$ cat src/rtl/clock_cal_pkg.sv
// clock_cal_pkg: shared calendar constants and helpers for the clock/calendar chain
package clock_cal_pkg;

    localparam int MONTH_FEB      = 2;
    localparam int DAY_MIN        = 1;
    localparam int DAY_W          = 5;
    localparam int YEAR_W_DEFAULT = 14;

    // April, June, September and November are the only 30-day months
    function automatic logic is_30_day(input logic [3:0] m);
        return (m == 4'd4) || (m == 4'd6) || (m == 4'd9) || (m == 4'd11);
    endfunction

endpackage

$ cat src/rtl/month_length.sv
// month_length: number of days in the given month of the given year (Gregorian)
module month_length
    import clock_cal_pkg::*;
#(
    parameter int YEAR_W = YEAR_W_DEFAULT
) (
    input  logic [3:0]        month,
    input  logic [YEAR_W-1:0] year,
    output logic [DAY_W-1:0]  max_day
);

    logic leap;

    // Leap when divisible by 4, except centuries not divisible by 400; illegal months read as 31
    always_comb begin
        leap    = (year[1:0] == 2'b00) &&
                  (((year % YEAR_W'(100)) != '0) || ((year % YEAR_W'(400)) == '0));
        max_day = (month == 4'(MONTH_FEB)) ? (leap ? DAY_W'(29) : DAY_W'(28)) :
                  is_30_day(month)         ? DAY_W'(30) : DAY_W'(31);
    end

endmodule

$ cat src/rtl/day_counter.sv
// day_counter: day-of-month register with carry to the month counter, manual set and clamping
module day_counter
    import clock_cal_pkg::*;
#(
    parameter int YEAR_W = YEAR_W_DEFAULT
) (
    input  logic              clk,
    input  logic              rst_n,
    input  logic              up,
    input  logic              down,
    input  logic              signal,
    input  logic              manual_set,
    input  logic [3:0]        month,
    input  logic [YEAR_W-1:0] year,
    output logic [DAY_W-1:0]  day,
    output logic              signal_out
);

    localparam logic [DAY_W-1:0] FIRST = DAY_W'(DAY_MIN);

    logic [DAY_W-1:0] max_day;

    month_length #(.YEAR_W(YEAR_W)) u_month_length (
        .month   (month),
        .year    (year),
        .max_day (max_day)
    );

    // Manual up beats down beats carry; when idle, pull the day back inside a shortened month
    always_ff @(posedge clk or negedge rst_n) begin
        if (!rst_n) begin
            day        <= FIRST;
            signal_out <= 1'b0;
        end else begin
            signal_out <= 1'b0;
            if (manual_set && up)
                day <= (day >= max_day) ? FIRST : day + 1'b1;
            else if (manual_set && down)
                day <= (day <= FIRST) ? max_day : (day > max_day) ? max_day : day - 1'b1;
            else if (!manual_set && signal) begin
                if (day >= max_day) begin
                    day        <= FIRST;
                    signal_out <= 1'b1;
                end else begin
                    day <= day + 1'b1;
                end
            end else if (day > max_day)
                day <= max_day;
        end
    end

endmodule

$ cat config.mk
export PLATFORM = sky130hd
export DESIGN_NAME = day_counter
export DESIGN_NICKNAME = d
export VERILOG_FILES = /design/src/rtl/clock_cal_pkg.sv /design/src/rtl/month_length.sv /design/src/rtl/day_counter.sv
export SDC_FILE = /design/constraint.sdc
export NUM_CORES = 1
export LEC_CHECK = 0
export CAP_MARGIN = 20
export CORE_MARGIN = 2
export CORE_UTILIZATION = 30
export CTS_BUF_LIST = sky130_fd_sc_hd__clkbuf_4 sky130_fd_sc_hd__clkbuf_8
export DETAILED_ROUTE_END_ITERATION = 8
export SLEW_MARGIN = 20
export SYNTH_ARGS = -nofsm -noshare
export SYNTH_HDL_FRONTEND = slang
export SYNTH_SLANG_ARGS = --single-unit
$ cat constraint.sdc
create_clock -name clk -period 2.8 [get_ports clk]
set_input_delay 0.42 -clock clk [delete_from_list [all_inputs] [get_ports clk]]
set_output_delay 0.42 -clock clk [all_outputs]
set_load 0.02 [all_outputs]
==> results by group, run 1 <==
Die
  – FP Rows: 32
  – Die Y: 91.9 um
  – Initial Util: just over 30%
  – Core Footprint: 7610 um2
  – Die area: approximately 8400 um2
  – Die width: a little over 90 um
  – Top-level port count: 30

Yosys
  – Post-Syn Instances: roughly 330
  – FF+latch count, synth: 6
  – Share of the synthesized area in the top cell type: 5.40%
  – Syn Nets: about 360
  – Synth area leader: dfrtp_1
  – Netlist Area Pre-Place: 2320 um2
  – Top FF cell, synth: dfrtp_1
  – Top cells by area, synth: dfrtp_1 (5.4%), a21oi_1 (5.2%), nand2_1 (5.2%)
  – Top cells by count, synth: nand2_1 (32), nor2_1 (27), a21oi_1 (24)
  – Ys async rst share: 100%
  – Count of cell types in the netlist: 88
  – Syn_area_per_cell: 6.95 um2
  – Post-synth EDFFs: 0
  – Post-synthesis sequential area ratio: 6.54%
  – Count leader, synth: nand2_1
  – Yosys warnings: 0

Final layout
  – Nets: 518
  – Fin cells: 590
  – Share of cells above drive strength 1: approximately 50%
  – Area grow syn2layout: 89.6%
  – N_diodes: 0

CTS
  – Clk_lat worst skew: ~0.22 ns
  – H-tree Lvls: 1
  – Clock transition at path regs: 0.04 ns
  – Clk root buf: clkbuf_8
  – Cts bufs inserted: 3
  – Clock sinks: 6
  – Clk buf depth: 2
  – CTS tree: yes

Global routing
  – Largest net degree at the start of global routing: 12
  – GRT overflow: 0
  – Vias in the first global route: approximately 3400
  – Gr usage total: 21.8%
  – Initial antenna violation count: 0
  – First-pass GRT wire length: 15500 um

Critical path
  – Setup crit start kind: input port
  – Critical Path RT: 2.96 ns
  – Crit-path slowest cell: a2111oi_4
  – R2R depth: 10
  – Crit. End Element: register
  – Reg2reg setup slack: 0.54 ns
  – R2R Path End: day[4]$_DFFE_PN0P_
  – Worst setup path class: in -> reg
  – Crit path DAT: 6.03 ns
  – CP Max Fanout: 5
  – Slowest stage delay, CP: 0.41 ns
  – RR Startpoint: day[0]$_DFFE_PN1P_

Hold path
  – HP Class: in -> async

Timing
  – Slew @ Worst Pin: 0.549 ns
  – Slew Limit Headroom: 63.0%
  – Clk_skew: roughly 0.00077 ns
  – Fin crit share: 210%
  – Final worst slack: -3.07 ns
  – RSZ-0062 raised after global routing: yes
  – Final setup fails: 6
  – Final Hold Vio Count: 0
  – Fmax: roughly 0.17 GHz
  – Tmin final: 5.87 ns
  – Final Max Tran Viols: 0

Route
  – Final ANT Viol Nets: 0
  – Vias: 3312
  – # DRC: 0
  – Vias/cell: ~5.6
  – Per-cell routed wire length: 16.3 um
  – First-pass iteration count of the detailed router: 4
  – 1st-iter DRT viols: 192
  – Detailed-route wire length: 9610 um

Placement
  – Placed Cells incl. Taps: 542
  – Post-DP HPWL: between 5000 and 6000 um
  – Place WS: -3.75 ns
  – Port Buffer Count: 29
  – Final GP Congestion: between 0.8 and 0.9

Power and ir drop
  – PD cells: 542 nW/um2
  – Total chip power: between 2 and 2.5 mW
  – Leakage: between 1.5 and 2 nW
  – Max VDD drop: 0.208 mV

Run
  – Max Cap Violations: 0

Status
  – Status: finished, violations left
  – Failing checks: setup timing
kinds of logic after synthesis:
family                   Yosys count  synth area share (%)
multiplexers                       5                  2.22
AND/OR/NAND/NOR                  137                  32.5
flip-flops                         6                  6.54
XOR/XNOR                           9                  3.73
AO/OA/AOI/OAI                    134                  43.4
buffers and inverters             37                  8.86
adder cells (fa/ha/maj)            5                  2.70
through the flow:
step	instance area [um2]	hold WS (ns)	TNS [ns]	util, %
floorplan	2430	0.124	-15.26	-
global placement	3460	0.645	-20.56	45.4
detailed placement	3460	0.642	-21.47	45.4
CTS	4130	0.445	-17.08	54.3
global route	4390	0.444	-19.02	57.7
finish	4390	0.439	-17.58	57.7
flip-flops by register name (all words and copies together), names as in the netlist:
signal	count
day	5
signal_out	1
repair_timing:
item,4_1_cts,5_1_grt
setup buffers,33,8
hold buffers,0,0
cloned,4,1
pin swaps,41,39
resized for setup,92,39
endpoints found under the setup margin,6,6
layer usage:
| layer | track usage [%] | routed length (um) | up-vias |
|---|---|---|---|
| li1 | - | - | 1607 |
| met1 | 25.0 | 4000 | 1587 |
| met2 | 40.6 | 5130 | 96 |
| met3 | 2.38 | 278 | 22 |
| met4 | 9.08 | 195 | 0 |
| met5 | 0 | 0 | - |
power by group:
group	switching, mW	leakage, nW	total [mW]	internal, mW
combinational	0.972	1.71	2.01	1.04
sequential	0.0908	0.0682	0.222	0.131
clock	0.0392	0.0262	0.147	0.108
how the worst max path moves through the flow:
stage                         from                 end  slack (ns)  cells after the start
after global placement    year[12]  day[0]$_DFFE_PN1P_       -3.56                     27
after floorplan           year[13]  day[0]$_DFFE_PN1P_       -2.85                     25
after CTS                  year[9]  day[0]$_DFFE_PN1P_       -3.00                     26
after global routing      year[12]  day[0]$_DFFE_PN1P_       -3.32                     30
after detailed placement  year[12]  day[0]$_DFFE_PN1P_       -3.75                     28
final                      year[9]  day[0]$_DFFE_PN1P_       -3.07                     29
worst max-delay path: cells and delay by family:
kind / cells / cell delay, ns
muxes: 1 / 0.15
buffers and inverters: 5 / 0.66
AOI/OAI and AO/OA: 12 / 2.64
adders and majority gates: 1 / 0.30
xor gates and xnor gates: 1 / 0.18
and+or+nand+nor: 9 / 1.66
layout make-up:
class	instances	area, um2
sequential	6	151
inverter	12	45.0
tap	102	128
fill	642	3220
clock buffer	4	48.8
timing repair buffer	176	1610
multi-input combinational	290	2410
cell usage in the layout (no fill, tap or decap), types with 5 or more instances in the layout:
| cell type | n |
|---|---|
| o21ai_0 | 13 |
| nand2b_1 | 6 |
| o31ai_1 | 6 |
| a21oi_2 | 8 |
| inv_1 | 12 |
| clkdlybuf4s50_1 | 23 |
| nand2_1 | 29 |
| buf_12 | 5 |
| o21a_1 | 6 |
| nor3_2 | 6 |
| buf_4 | 119 |
| o21ai_1 | 8 |
| nor2_1 | 23 |
| nor3_1 | 6 |
| nand3_1 | 12 |
| a21oi_1 | 15 |
| xnor2_1 | 5 |
| buf_6 | 21 |
| dfrtp_1 | 5 |
Power figures use the tool's default switching activity.
==> run 2: changes to the inputs <==
==> constraint.sdc (replaced) <==
create_clock -name clk -period 2.8 [get_ports clk]
set_input_delay 0.84 -clock clk [delete_from_list [all_inputs] [get_ports clk]]
set_output_delay 0.84 -clock clk [all_outputs]
set_load 0.02 [all_outputs]
==> run 2 against run 1 <==
Net effect:
- the run still ends with setup timing left
- critical endpoint unchanged
- largest cell class unchanged
- largest power group unchanged
- core utilization down 0.99 points
- non-clock buffer count up 3
- critical path type unchanged
- clock power about the same
- global-route usage down 0.75 points
==> results by group, run 2 (same netlist as run 1, synthesis figures left out) <==
Global routing
  – Vias in the first global route: 3310
  – GRT overflow: 0
  – GR Util met2: between 40% and 50%
  – Met1 GRT Util: 24.9%
  – Initial antenna violation count: 0
  – Largest net degree at the start of global routing: 13
  – Gr usage total: 21.0%
  – Met3 capacity usage during global routing: under 10%
  – First-pass GRT wire length: 15000 um
  – Most Crowded Layer GR: met2

Power and ir drop
  – PD cells: 560 nW/um2
  – Net Sw Power: 1.10 mW
  – Pint: about 1.3 mW
  – Leakage: 1.79 nW
  – Switch share: 45.3%
  – Max VDD drop: 0.245 mV
  – Clock power share: under 10%
  – Reg power frac: 9.1%
  – Combinational power share: around 85%

Critical path
  – Reg2reg setup slack: 0.50 ns
  – Crit. End Element: register
  – Crit path DAT: 6.40 ns
  – Critical Path RT: 2.96 ns
  – RR Startpoint: day[0]$_DFFE_PN1P_
  – Setup crit start kind: input port
  – Slowest stage delay, CP: 0.52 ns
  – CP Max Fanout: 5
  – Worst setup path class: in -> reg
  – Crit-path slowest cell: or4_4
  – R2R depth: 9
  – R2R Path End: day[0]$_DFFE_PN1P_

Timing
  – Fmax: 0.160 GHz
  – Final setup fails: 6
  – Slew @ Worst Pin: roughly 0.50 ns
  – Tmin final: 6.24 ns
  – Final worst slack: -3.44 ns
  – Slew Limit Headroom: about 66%
  – Final Hold Vio Count: 0
  – Fin crit share: 223%
  – Clk_skew: 0.00389 ns
  – RSZ-0062 raised after global routing: yes
  – Final Max Tran Viols: 0

Die
  – Die area: 8440 um2
  – Die Y: 91.9 um
  – Initial Util: 30.4%
  – Core Footprint: 7610 um2
  – FP Rows: 32
  – Top-level port count: 30
  – Die width: 91.9 um

CTS
  – CTS tree: yes
  – Clock sinks: 6
  – H-tree Lvls: 1
  – Clk buf depth: 2
  – Clock transition at path regs: ~0.04 ns
  – Clk_lat worst skew: 0.23 ns
  – Cts bufs inserted: 3
  – Clk root buf: clkbuf_8

Placement
  – Final GP Congestion: roughly 0.9
  – Port Buffer Count: 29
  – Placed Cells incl. Taps: 550
  – Post-DP HPWL: 6040 um
  – Place WS: -4.07 ns

Hold path
  – WHS Path Cells: 1
  – HP Class: reg -> reg
  – WHS Endpoint: day[3]$_DFFE_PN0P_
  – Worst Hold Launch: day[3]$_DFFE_PN0P_

Route
  – Per-cell routed wire length: approximately 16 um
  – 1st-iter DRT viols: 190
  – # DRC: 0
  – First-pass iteration count of the detailed router: 4
  – Vias: ~3300
  – Detailed-route wire length: 9320 um
  – Final ANT Viol Nets: 0
  – Vias/cell: 5.62

Final layout
  – N_diodes: 0
  – Max reg flops: 5
  – Area grow syn2layout: 86.4%
  – Number of fill cells: 660
  – Share of cells above drive strength 1: 50.1%
  – Commonest non-fill, non-tap cell in the layout: buf_4
  – Highest-count cells in the layout ignoring fill and taps: buf_4 (130), nand2_1 (30), nor2_1 (25)
  – Most flop-heavy register: day
  – Nets: between 500 and 600
  – Fin cells: 593
  – Regs by FF count: day (5), signal_out (1)

Run
  – Max Cap Violations: 0

Status
  – Failing checks: setup timing
  – Status: finished, violations left
## run 2: cell count changes in the layout (fill, tap and decap cells not counted), moves of 3 or more
cell | previous run | this run
buf_6 | 21 | 18
buf_2 | 3 | 0
and2_1 | 0 | 3
a21oi_1 | 15 | 12
a21oi_2 | 8 | 11
buf_4 | 119 | 130
## run 2: routing by layer
layer	vias to the layer above	wire length, um
li1	1611	-
met1	1604	3940
met2	91	4890
met3	24	283
met4	0	201
met5	-	0
## run 2: worst max-delay path by stage
stage                        start            endpoint
final                     year[10]  day[0]$_DFFE_PN1P_
after global routing       year[8]  day[0]$_DFFE_PN1P_
after CTS                  year[9]  day[0]$_DFFE_PN1P_
after detailed placement  year[10]  day[0]$_DFFE_PN1P_
after global placement     year[8]  day[0]$_DFFE_PN1P_
after floorplan           year[13]  day[0]$_DFFE_PN1P_
## run 2: worst max-delay path, delay by kind of cell
family,cells,cell delay [ns]
fa+ha+maj,1,0.31
simple gates,10,2.28
compound gates,11,2.07
buf+inv,3,0.43
mux,2,0.48
## run 2: area by class of cell
type,count,area (um2),area share (%)
timing repair buffer,179,1570,36.5
multi-input combinational,290,2370,54.9
clock buffer,4,48.8,1.13
tap,102,128,2.96
sequential,6,151,3.51
inverter,12,45.0,1.04
## run 2: power groups by stage
stage / clock, mW / sequential, mW / combinational (mW)
CTS: 0.149 / 0.220 / 1.86
global route: 0.152 / 0.232 / 2.21
detailed placement: 0 / 0.220 / 1.57
global placement: 0 / 0.218 / 1.54
floorplan: 0 / 0.221 / 0.920
finish: 0.147 / 0.220 / 2.05
## run 2: repair_timing
action | CTS | global route
endpoints found under the setup margin | 6 | 6
buffers inserted | 29 | 6
pin swaps | 52 | 25
endpoints found under the hold margin | 0 | 0
hold buffers | 0 | 0
gates resized for setup | 97 | 27
cloned | 4 | 0
## run 2: stage by stage
stage / area, um2 / hold WS, ns / setup TNS [ns] / util [%] / power, mW
detailed placement: 3520 / 0.646 / -23.38 / 46.2 / 1.79
finish: 4320 / 0.676 / -19.78 / 56.7 / 2.42
floorplan: 2430 / 0.544 / -17.78 / - / 1.14
CTS: 4180 / 0.664 / -18.69 / 54.9 / 2.22
global route: 4320 / 0.702 / -21.15 / 56.7 / 2.59
global placement: 3520 / 0.635 / -22.64 / 46.2 / 1.76
